[src/rtl/io_console_uart.sv]
// rtl/io_console_uart.sv - io-space console: sticky halt flag, char TX FIFO, UART transmitter, status reg.
// Optional even-parity bit per frame when IO_CONSOLE_PARITY_EN is defined.
module io_console_uart #(
   parameter int CLK_DIV = 16,
   parameter int FIFO_AW = 4
) (
   input  logic        clk,
   input  logic        res,
   input  logic [31:0] db_addr,
   input  logic [31:0] db_dataOut,
   output logic [31:0] db_dataIn,
   input  logic        db_re,
   input  logic        db_we,
   input  logic        db_io,
   output logic        db_ready,
   output logic        hlt,
   output logic        uart_tx,
   output logic        tx_busy
);

   localparam int DEPTH = 1 << FIFO_AW;
   localparam int BW    = $clog2(CLK_DIV);

   typedef enum logic [2:0] {
      S_IDLE,
      S_START,
      S_DATA,
`ifdef IO_CONSOLE_PARITY_EN
      S_PARITY,
`endif
      S_STOP
   } state_t;

   logic [7:0]       mem [DEPTH];
   logic [FIFO_AW-1:0] wr_ptr;
   logic [FIFO_AW-1:0] rd_ptr;
   logic [FIFO_AW:0] count;
   logic             fifo_full;
   logic             fifo_empty;
   logic [7:0]       fifo_rd;
   logic             push;
   logic             pop;

   logic             wr_char;
   logic             hlt_set;
   logic             rd_stb;
   logic [31:0]      status;
   logic             unused_data;

   state_t           state;
   state_t           state_nxt;
   logic [BW-1:0]    baud;
   logic [BW-1:0]    baud_nxt;
   logic [2:0]       bit_cnt;
   logic [2:0]       bit_nxt;
   logic [7:0]       shift;
   logic [7:0]       shift_nxt;
   logic             tx_nxt;
   logic             baud_end;
`ifdef IO_CONSOLE_PARITY_EN
   logic             par;
   logic             par_nxt;
`endif

   // Bus decode: only the low byte of a character write is meaningful.
   assign unused_data = ^db_dataOut[31:8];
   assign wr_char     = db_we & db_io & (db_addr == 32'd1);
   assign hlt_set     = db_we & db_io & (db_addr == 32'd0);
   assign rd_stb      = db_re & ~db_we;
   assign db_ready    = ~(wr_char & fifo_full);
   assign push        = wr_char & ~fifo_full;

   assign fifo_full   = (count == (FIFO_AW+1)'(DEPTH));
   assign fifo_empty  = (count == '0);
   assign fifo_rd     = mem[rd_ptr];
   assign status      = {20'b0, hlt, tx_busy, fifo_full, fifo_empty, 8'(count)};
   assign tx_busy     = (state != S_IDLE);

   always_ff @(posedge clk) begin
      if (push) begin
         mem[wr_ptr] <= db_dataOut[7:0];
      end
   end

   always_ff @(posedge clk or negedge res) begin
      if (!res) begin
         wr_ptr <= '0;
         rd_ptr <= '0;
         count  <= '0;
      end else begin
         if (push) begin
            wr_ptr <= wr_ptr + 1'b1;
         end
         if (pop) begin
            rd_ptr <= rd_ptr + 1'b1;
         end
         case ({push, pop})
            2'b10:   count <= count + 1'b1;
            2'b01:   count <= count - 1'b1;
            default: count <= count;
         endcase
      end
   end

   always_ff @(posedge clk or negedge res) begin
      if (!res) begin
         hlt       <= 1'b0;
         db_dataIn <= '0;
      end else begin
         if (hlt_set) begin
            hlt <= 1'b1;
         end
         // Any read strobe reloads the data register; non-status reads return 0.
         if (rd_stb) begin
            db_dataIn <= (db_io && db_addr == 32'd2) ? status : 32'd0;
         end
      end
   end

   always_ff @(posedge clk or negedge res) begin
      if (!res) begin
         state   <= S_IDLE;
         baud    <= '0;
         bit_cnt <= '0;
         shift   <= '0;
         uart_tx <= 1'b1;
`ifdef IO_CONSOLE_PARITY_EN
         par     <= 1'b0;
`endif
      end else begin
         state   <= state_nxt;
         baud    <= baud_nxt;
         bit_cnt <= bit_nxt;
         shift   <= shift_nxt;
         uart_tx <= tx_nxt;
`ifdef IO_CONSOLE_PARITY_EN
         par     <= par_nxt;
`endif
      end
   end

   assign baud_end = (baud == BW'(CLK_DIV - 1));

   // uart_tx is registered: tx_nxt is the line level for the state being entered.
   always_comb begin
      state_nxt = state;
      baud_nxt  = baud;
      bit_nxt   = bit_cnt;
      shift_nxt = shift;
      tx_nxt    = uart_tx;
      pop       = 1'b0;
`ifdef IO_CONSOLE_PARITY_EN
      par_nxt   = par;
`endif
      case (state)
         S_IDLE: begin
            tx_nxt = 1'b1;
            if (!fifo_empty) begin
               pop       = 1'b1;
               shift_nxt = fifo_rd;
               tx_nxt    = 1'b0;
               baud_nxt  = '0;
               state_nxt = S_START;
`ifdef IO_CONSOLE_PARITY_EN
               par_nxt   = ^fifo_rd;
`endif
            end
         end
         S_START: begin
            if (baud_end) begin
               baud_nxt  = '0;
               bit_nxt   = '0;
               tx_nxt    = shift[0];
               state_nxt = S_DATA;
            end else begin
               baud_nxt = baud + 1'b1;
            end
         end
         S_DATA: begin
            if (baud_end) begin
               baud_nxt = '0;
               if (bit_cnt == 3'd7) begin
`ifdef IO_CONSOLE_PARITY_EN
                  tx_nxt    = par;
                  state_nxt = S_PARITY;
`else
                  tx_nxt    = 1'b1;
                  state_nxt = S_STOP;
`endif
               end else begin
                  bit_nxt   = bit_cnt + 1'b1;
                  shift_nxt = shift >> 1;
                  tx_nxt    = shift[1];
               end
            end else begin
               baud_nxt = baud + 1'b1;
            end
         end
`ifdef IO_CONSOLE_PARITY_EN
         S_PARITY: begin
            if (baud_end) begin
               baud_nxt  = '0;
               tx_nxt    = 1'b1;
               state_nxt = S_STOP;
            end else begin
               baud_nxt = baud + 1'b1;
            end
         end
`endif
         S_STOP: begin
            if (baud_end) begin
               baud_nxt  = '0;
               state_nxt = S_IDLE;
            end else begin
               baud_nxt = baud + 1'b1;
            end
         end
         default: begin
            tx_nxt    = 1'b1;
            state_nxt = S_IDLE;
         end
      endcase
   end

endmodule

[config.mk]
export PLATFORM = sky130hd
export DESIGN_NAME = io_console_uart
export DESIGN_NICKNAME = d
export VERILOG_FILES = /design/src/rtl/io_console_uart.sv
export SDC_FILE = /design/constraint.sdc
export NUM_CORES = 1
export LEC_CHECK = 0
export ABC_AREA = 1
export CELL_PAD_IN_SITES_DETAIL_PLACEMENT = 2
export CELL_PAD_IN_SITES_GLOBAL_PLACEMENT = 2
export CORE_ASPECT_RATIO = 0.75
export CORE_MARGIN = 4
export CORE_UTILIZATION = 37
export DETAILED_ROUTE_END_ITERATION = 6
export GPL_TIMING_DRIVEN = 0
export MAX_ROUTING_LAYER = met4
export PLACE_DENSITY_LB_ADDON = 0.12
export SLEW_MARGIN = 10
export SYNTH_ARGS = -nofsm -noshare
export SYNTH_HDL_FRONTEND = slang
export SYNTH_SLANG_ARGS = --single-unit
[constraint.sdc]
create_clock -name clk -period 4.65 [get_ports clk]
set_input_delay 0.93 -clock clk [delete_from_list [all_inputs] [get_ports clk]]
set_output_delay 0.93 -clock clk [all_outputs]
set_load 0.05 [all_outputs]
==> results of run 1 <==
-- synth_stat cells (2+ instances only) --
cell type and number:
nor2_1 73, inv_2 3, ha_1 18, xor2_1 8, clkinv_1 3, nand4_1 6, nand2_1 255, clkbuf_1 4
o21bai_1 3, a21oi_1 7, xnor2_1 3, o211ai_1 5, nand2_2 2, edfxtp_1 128, o21ai_0 27, nand3_1 95
dfrtp_1 40, inv_1 89, buf_2 17, a32o_1 2, buf_4 26, nor2_2 2, nand3_2 2
-- routing by layer --
metal,vias to the layer above,routed length [um],track usage
met4,0,289,0.0442
met1,3199,11500,0.307
met2,211,12300,0.358
met5,-,0,-
met3,26,1760,0.0469
li1,2876,-,-
-- power breakdown --
part | switching (mW) | total (mW) | internal [mW]
logic | 0.0862 | 0.136 | 0.0502
registers | 0.000000000783 | 1.62 | 1.62
clock network | 0.679 | 1.44 | 0.762
-- critical path: stages --
cell and delay [ns]:
clkdlybuf4s50_1 0.41, nor2_1 0.14, nand2_1 0.09, nor2_1 0.09
nand3b_1 0.13, nor2_2 0.24, inv_1 0.08, nor2_1 0.15
nand3_1 0.11, clkdlybuf4s50_1 0.72
-- flip-flops by register name, summed over array words and instances, names as in the netlist --
register and flops:
shift 8, baud 4, rd_ptr 4, hlt 1, uart_tx 1, bit_cnt 3, mem 128, state 2
count 5, db_dataIn 9, wr_ptr 4
-- through the flow --
step                worst slack [ns]  utilization  instance area [sq um]  std cells  hold slack [ns]
global placement               0.674        0.425                   9020       1201            0.466
global route                   0.398        0.453                   9620       1234            0.373
finish                         0.620        0.453                   9620       1234            0.373
detailed placement             0.592        0.426                   9040       1202            0.480
CTS                            0.560        0.453                   9620       1234            0.372
floorplan                       1.71            -                   8090        856            0.449
-- logic make-up after synthesis --
family,synth area share
other cells,0.000468
simple gates,0.231
fa+ha+maj,0.0281
flops,0.608
xor+xnor,0.0120
compound gates,0.0367
buf+inv,0.0832
-- how the worst min path moves through the flow --
stage | to | slack (ns) | cells past startpoint
after floorplan | shift[1] | 0.45 | 2
after global placement | shift[5] | 0.47 | 2
after detailed placement | db_dataIn[0] | 0.48 | 2
after CTS | bit_cnt[1] | 0.37 | 1
after global routing | bit_cnt[1] | 0.37 | 1
final | bit_cnt[1] | 0.37 | 1
-- cell type report --
class	instances	area (sq um)	area share
multi-input cells	543	2560	0.266
flip-flops and latches	169	4870	0.506
clock inverters	14	153	0.0159
plain buffers	49	310	0.0322
clock buffers	18	429	0.0446
well taps	288	360	0.0375
repair buffers	58	586	0.0609
inverters	95	357	0.0371
==> impl_metrics.tcl, run 1 <==
set metrics [dict create \
    status "complete, no violations" \
    postRouteAntennaNets 0 \
    timing.final.crit_share 0.867 \
    rsz0062_at_grt "false" \
    endpoint "db_ready" \
    cts_root_buffer "clkbuf_16" \
    drt_first_pass_iters 7 \
    r2r-end "count[4]" \
    synth_cells 834 \
    die_w_um 178 \
    max_cap_violations 0 \
    finClkSkew_ns 0.0140 \
    hold_violations 0 \
    yosysWarnings 0 \
    antenna_found_initial 0 \
    slew_headroom 0.232 \
    vias 6312 \
    max-vdd-ir-drop_mv 0.197 \
    htreeDepth 4 \
    fillCellCount 2265 \
    hpwlAfterDp_mm 18.8 \
    yosys-top-cells-area "edfxtp_1, dfrtp_1, nand2_1, nand3_1, inv_1" \
    p_leak_nw 4.07 \
    async_flop_share 0.243 \
    yosys.area.top_type_share 0.480 \
    core-area_sq_um 21200 \
    maxSlewViolCount 0 \
    grt_pass1_vias 6949 \
    ctsHoldBuffers 0 \
    hold_class "primary input to asynchronous set/reset pin" \
    route.detailed.wl_per_inst_um 21.0 \
    ys_types 39 \
    grt_pass1_wl_mm 39.9 \
    num-nets-final 1020 \
    setup_viol 0 \
    start_kind "primary input" \
    clk_latency_ns 0.44 \
    dieHeight_um 135 \
    boundaryPins 105 \
    final_cell_mix "nand2_1, edfxtp_1, nand3_1" \
    grt_overflow 0 \
    ys_ff_latch 169 \
    timing.fmax_ghz 0.248 \
    cts_made_buffers 17 \
    rows 46 \
    antenna_cells 0 \
    routed_wl_mm 25.9 \
    drtIter0Drc 487 \
    finalWeightedCongestion 0.891 \
    synth_edf_count 128 \
    drive_gt1_frac 0.0962 \
    tns_ns 0 \
    synthFlopType "edfxtp_1" \
    cts_sinks 169 \
    powerDensity_nw_per_um2 333 \
    worstSetupPathType "primary input to output pin" \
    min_period_ns 4.03 \
    worst_pin_slew_ns 1.15 \
    synth_area_sq_um 8010 \
    port_buffers 57 \
    start_util 0.377 \
    postCtsSetupBuffers 0 \
    crit_path_start "db_addr[13]" \
    post_cts_resized 0 \
    syn_to_final_growth_pct 20.1 \
    crit_required_ns 3.72 \
    rr_worst_depth 15 \
    tritoncts "done" \
    dieArea_sq_um 24100 \
    finalPower_mw 3.20 \
    syn_avg_cell_area_sq_um 9.61 \
    synth_top_cell_by_area "edfxtp_1" \
    vias_per_cell 5.12 \
    final_common_cell "nand2_1" \
    seq_area_frac_synth 0.608 \
    cts.clk_slew.worst_paths_ns 0.07 \
    end_kind "output pin" \
    clock_path_buffers 2 \
    critPathArrivalTime_ns 3.10 \
    grt_max_degree 32 \
    r2r_slack_ns 1.98 \
    gr-usage-all-layers 0.227 \
    route.detailed.drc 0 \
    path_max_fanout 5 \
    r2r-start "count[1]" \
]
(Power assumes the default switching activity.)
==> run 2: changes to the inputs <==
Settings changed: REMOVE_ABC_BUFFERS set to 1.
==> impl_metrics.tcl, run 2 (synthesized netlist as in run 1, its figures left out) <==
set metrics [dict create \
    status "complete, no violations" \
    largest_register "mem" \
    cts.clk_slew.worst_paths_ns 0.07 \
    vias_per_cell 5.00 \
    drtIter0Drc 308 \
    final_cell_mix "nand2_1, edfxtp_1, nand3_1" \
    cts_made_buffers 17 \
    fin_ws_ns 0.685 \
    powerDensity_nw_per_um2 338 \
    cp_num_buf_inv 3 \
    cts_sinks 169 \
    slew_headroom 0.224 \
    clk_latency_ns 0.43 \
    tritoncts "done" \
    core-area_sq_um 21200 \
    max_cap_violations 0 \
    final_common_cell "nand2_1" \
    crit_chain "clkdlybuf4s50_1 > nor2_1 > nand2_1 > nor2_1 > nand3_1 > nor2_2 > inv_1 > nor2_1 > nand3_1 > clkdlybuf4s50_1" \
    largest_reg_flops 128 \
    r2r_slack_ns 1.78 \
    path_max_fanout 5 \
    grt_max_degree 73 \
    worst_pin_slew_ns 1.16 \
    num-nets-final 971 \
    fin_cells 1185 \
    hpwlAfterDp_mm 16.5 \
    dp_slack_ns 0.632 \
    timing.final.crit_share 0.853 \
    critPathArrivalTime_ns 3.04 \
    drt_first_pass_iters 4 \
    maxSlewViolCount 0 \
    ctsHoldBuffers 0 \
    grt_pass1_wl_mm 38.1 \
    timing.fmax_ghz 0.252 \
    cpPeakStageDelay_ns 0.73 \
    start_util 0.377 \
    die_w_um 178 \
    setup_viol 0 \
    max-vdd-ir-drop_mv 0.188 \
    clock_path_buffers 2 \
    min_period_ns 3.97 \
    postRouteAntennaNets 0 \
    path_delay_family "buffers and inverters" \
    gr-usage-all-layers 0.216 \
    placedCellCount 1153 \
    routed_wl_mm 24.2 \
    cts_root_buffer "clkbuf_16" \
    htreeDepth 4 \
    worst_path_most_repeated_cell "nor2_1" \
    boundaryPins 105 \
    rsz0062_at_grt "false" \
    start_kind "primary input" \
    end_kind "output pin" \
    finClkSkew_ns 0.00957 \
    dieArea_sq_um 24100 \
    route.detailed.wl_per_inst_um 20.4 \
    worstSetupPathType "primary input to output pin" \
    grt_pass1_vias 6772 \
    drive_gt1_frac 0.0535 \
    hold_class "primary input to asynchronous set/reset pin" \
    crit_required_ns 3.72 \
    dieHeight_um 135 \
    route.detailed.drc 0 \
    syn_to_final_growth_pct 16.1 \
    grt_overflow 0 \
    hold_violations 0 \
    rows 46 \
    vias 5929 \
    p_leak_nw 3.85 \
    antenna_found_initial 0 \
    post_cts_resized 0 \
    port_buffers 57 \
    critPathSlowestCell "clkdlybuf4s50_1" \
    finalWeightedCongestion 0.772 \
    antenna_cells 0 \
    tns_ns 0 \
    top_regs "mem x128, db_dataIn x9, shift x8" \
    postCtsSetupBuffers 0 \
]
[run 2: changes by cell type in the layout (fill, tap and decap cells not counted), sizes merged]
cell	previous run	this run
buf	47	2
clkbuf	22	17
clkinv	6	10
inv	101	98
[run 2: power by group]
group          leakage, nW  internal, mW  total [mW]  switching [mW]
Clock                0.274         0.747        1.40           0.650
Combinational         1.90        0.0369       0.119          0.0822
Sequential            1.67          1.62        1.62  0.000000000729
[run 2: area by class of cell]
cell class                      count  area [sq um]
Timing Repair Buffer               58           586
Clock inverter                     15           138
Clock buffer                       17           425
Sequential cell                   169          4880
Multi-Input combinational cell    543          2560
Fill cell                        2269         11900
Tap cell                          288           360
Inverter                           95           357
[run 2: worst paths after layout]
kind | from | to | cells after the start
setup / recovery | db_addr[20] | db_ready | 10
hold / removal | res | baud[3] | 1
setup reg to reg | rd_ptr[0] | shift[0] | 9
hold reg to reg | shift[6] | shift[6] | 2
max in group asynchronous | res | uart_tx | 2
min in group clk | shift[6] | shift[6] | 2
[run 2: stage by stage]
stage / hold WS [ns] / power (mW) / utilization / area (sq um)
floorplan: 0.449 / 1.71 / - / 7780
global placement: 0.463 / 1.77 / 0.410 / 8710
detailed placement: 0.472 / 1.78 / 0.411 / 8730
CTS: 0.330 / 3.16 / 0.438 / 9300
global route: 0.336 / 3.24 / 0.438 / 9300
finish: 0.336 / 3.14 / 0.438 / 9300
[run 2: metal layers]
layer / part of all wire / global-route usage
met5: 0 / -
met4: 0.011 / 0.0550
met3: 0.045 / 0.0352
met2: 0.50 / 0.363
met1: 0.44 / 0.274
[run 2: worst reg2reg max path, stage by stage (launching register included)]
cell,delay (ns)
dfrtp_4,0.99
inv_2,0.71
nor2_1,0.34
nor2_1,0.06
o21ai_0,0.15
nand3_1,0.15
nand3_1,0.11
nand2_1,0.13
nand2_1,0.08
nand2_1,0.05
==> run 3: changes to the inputs <==
Settings changed: SETUP_SLACK_MARGIN set to 0.02.
==> results of run 3 <==
No change in the layout: final DEF, timing and power equal those of run 2.
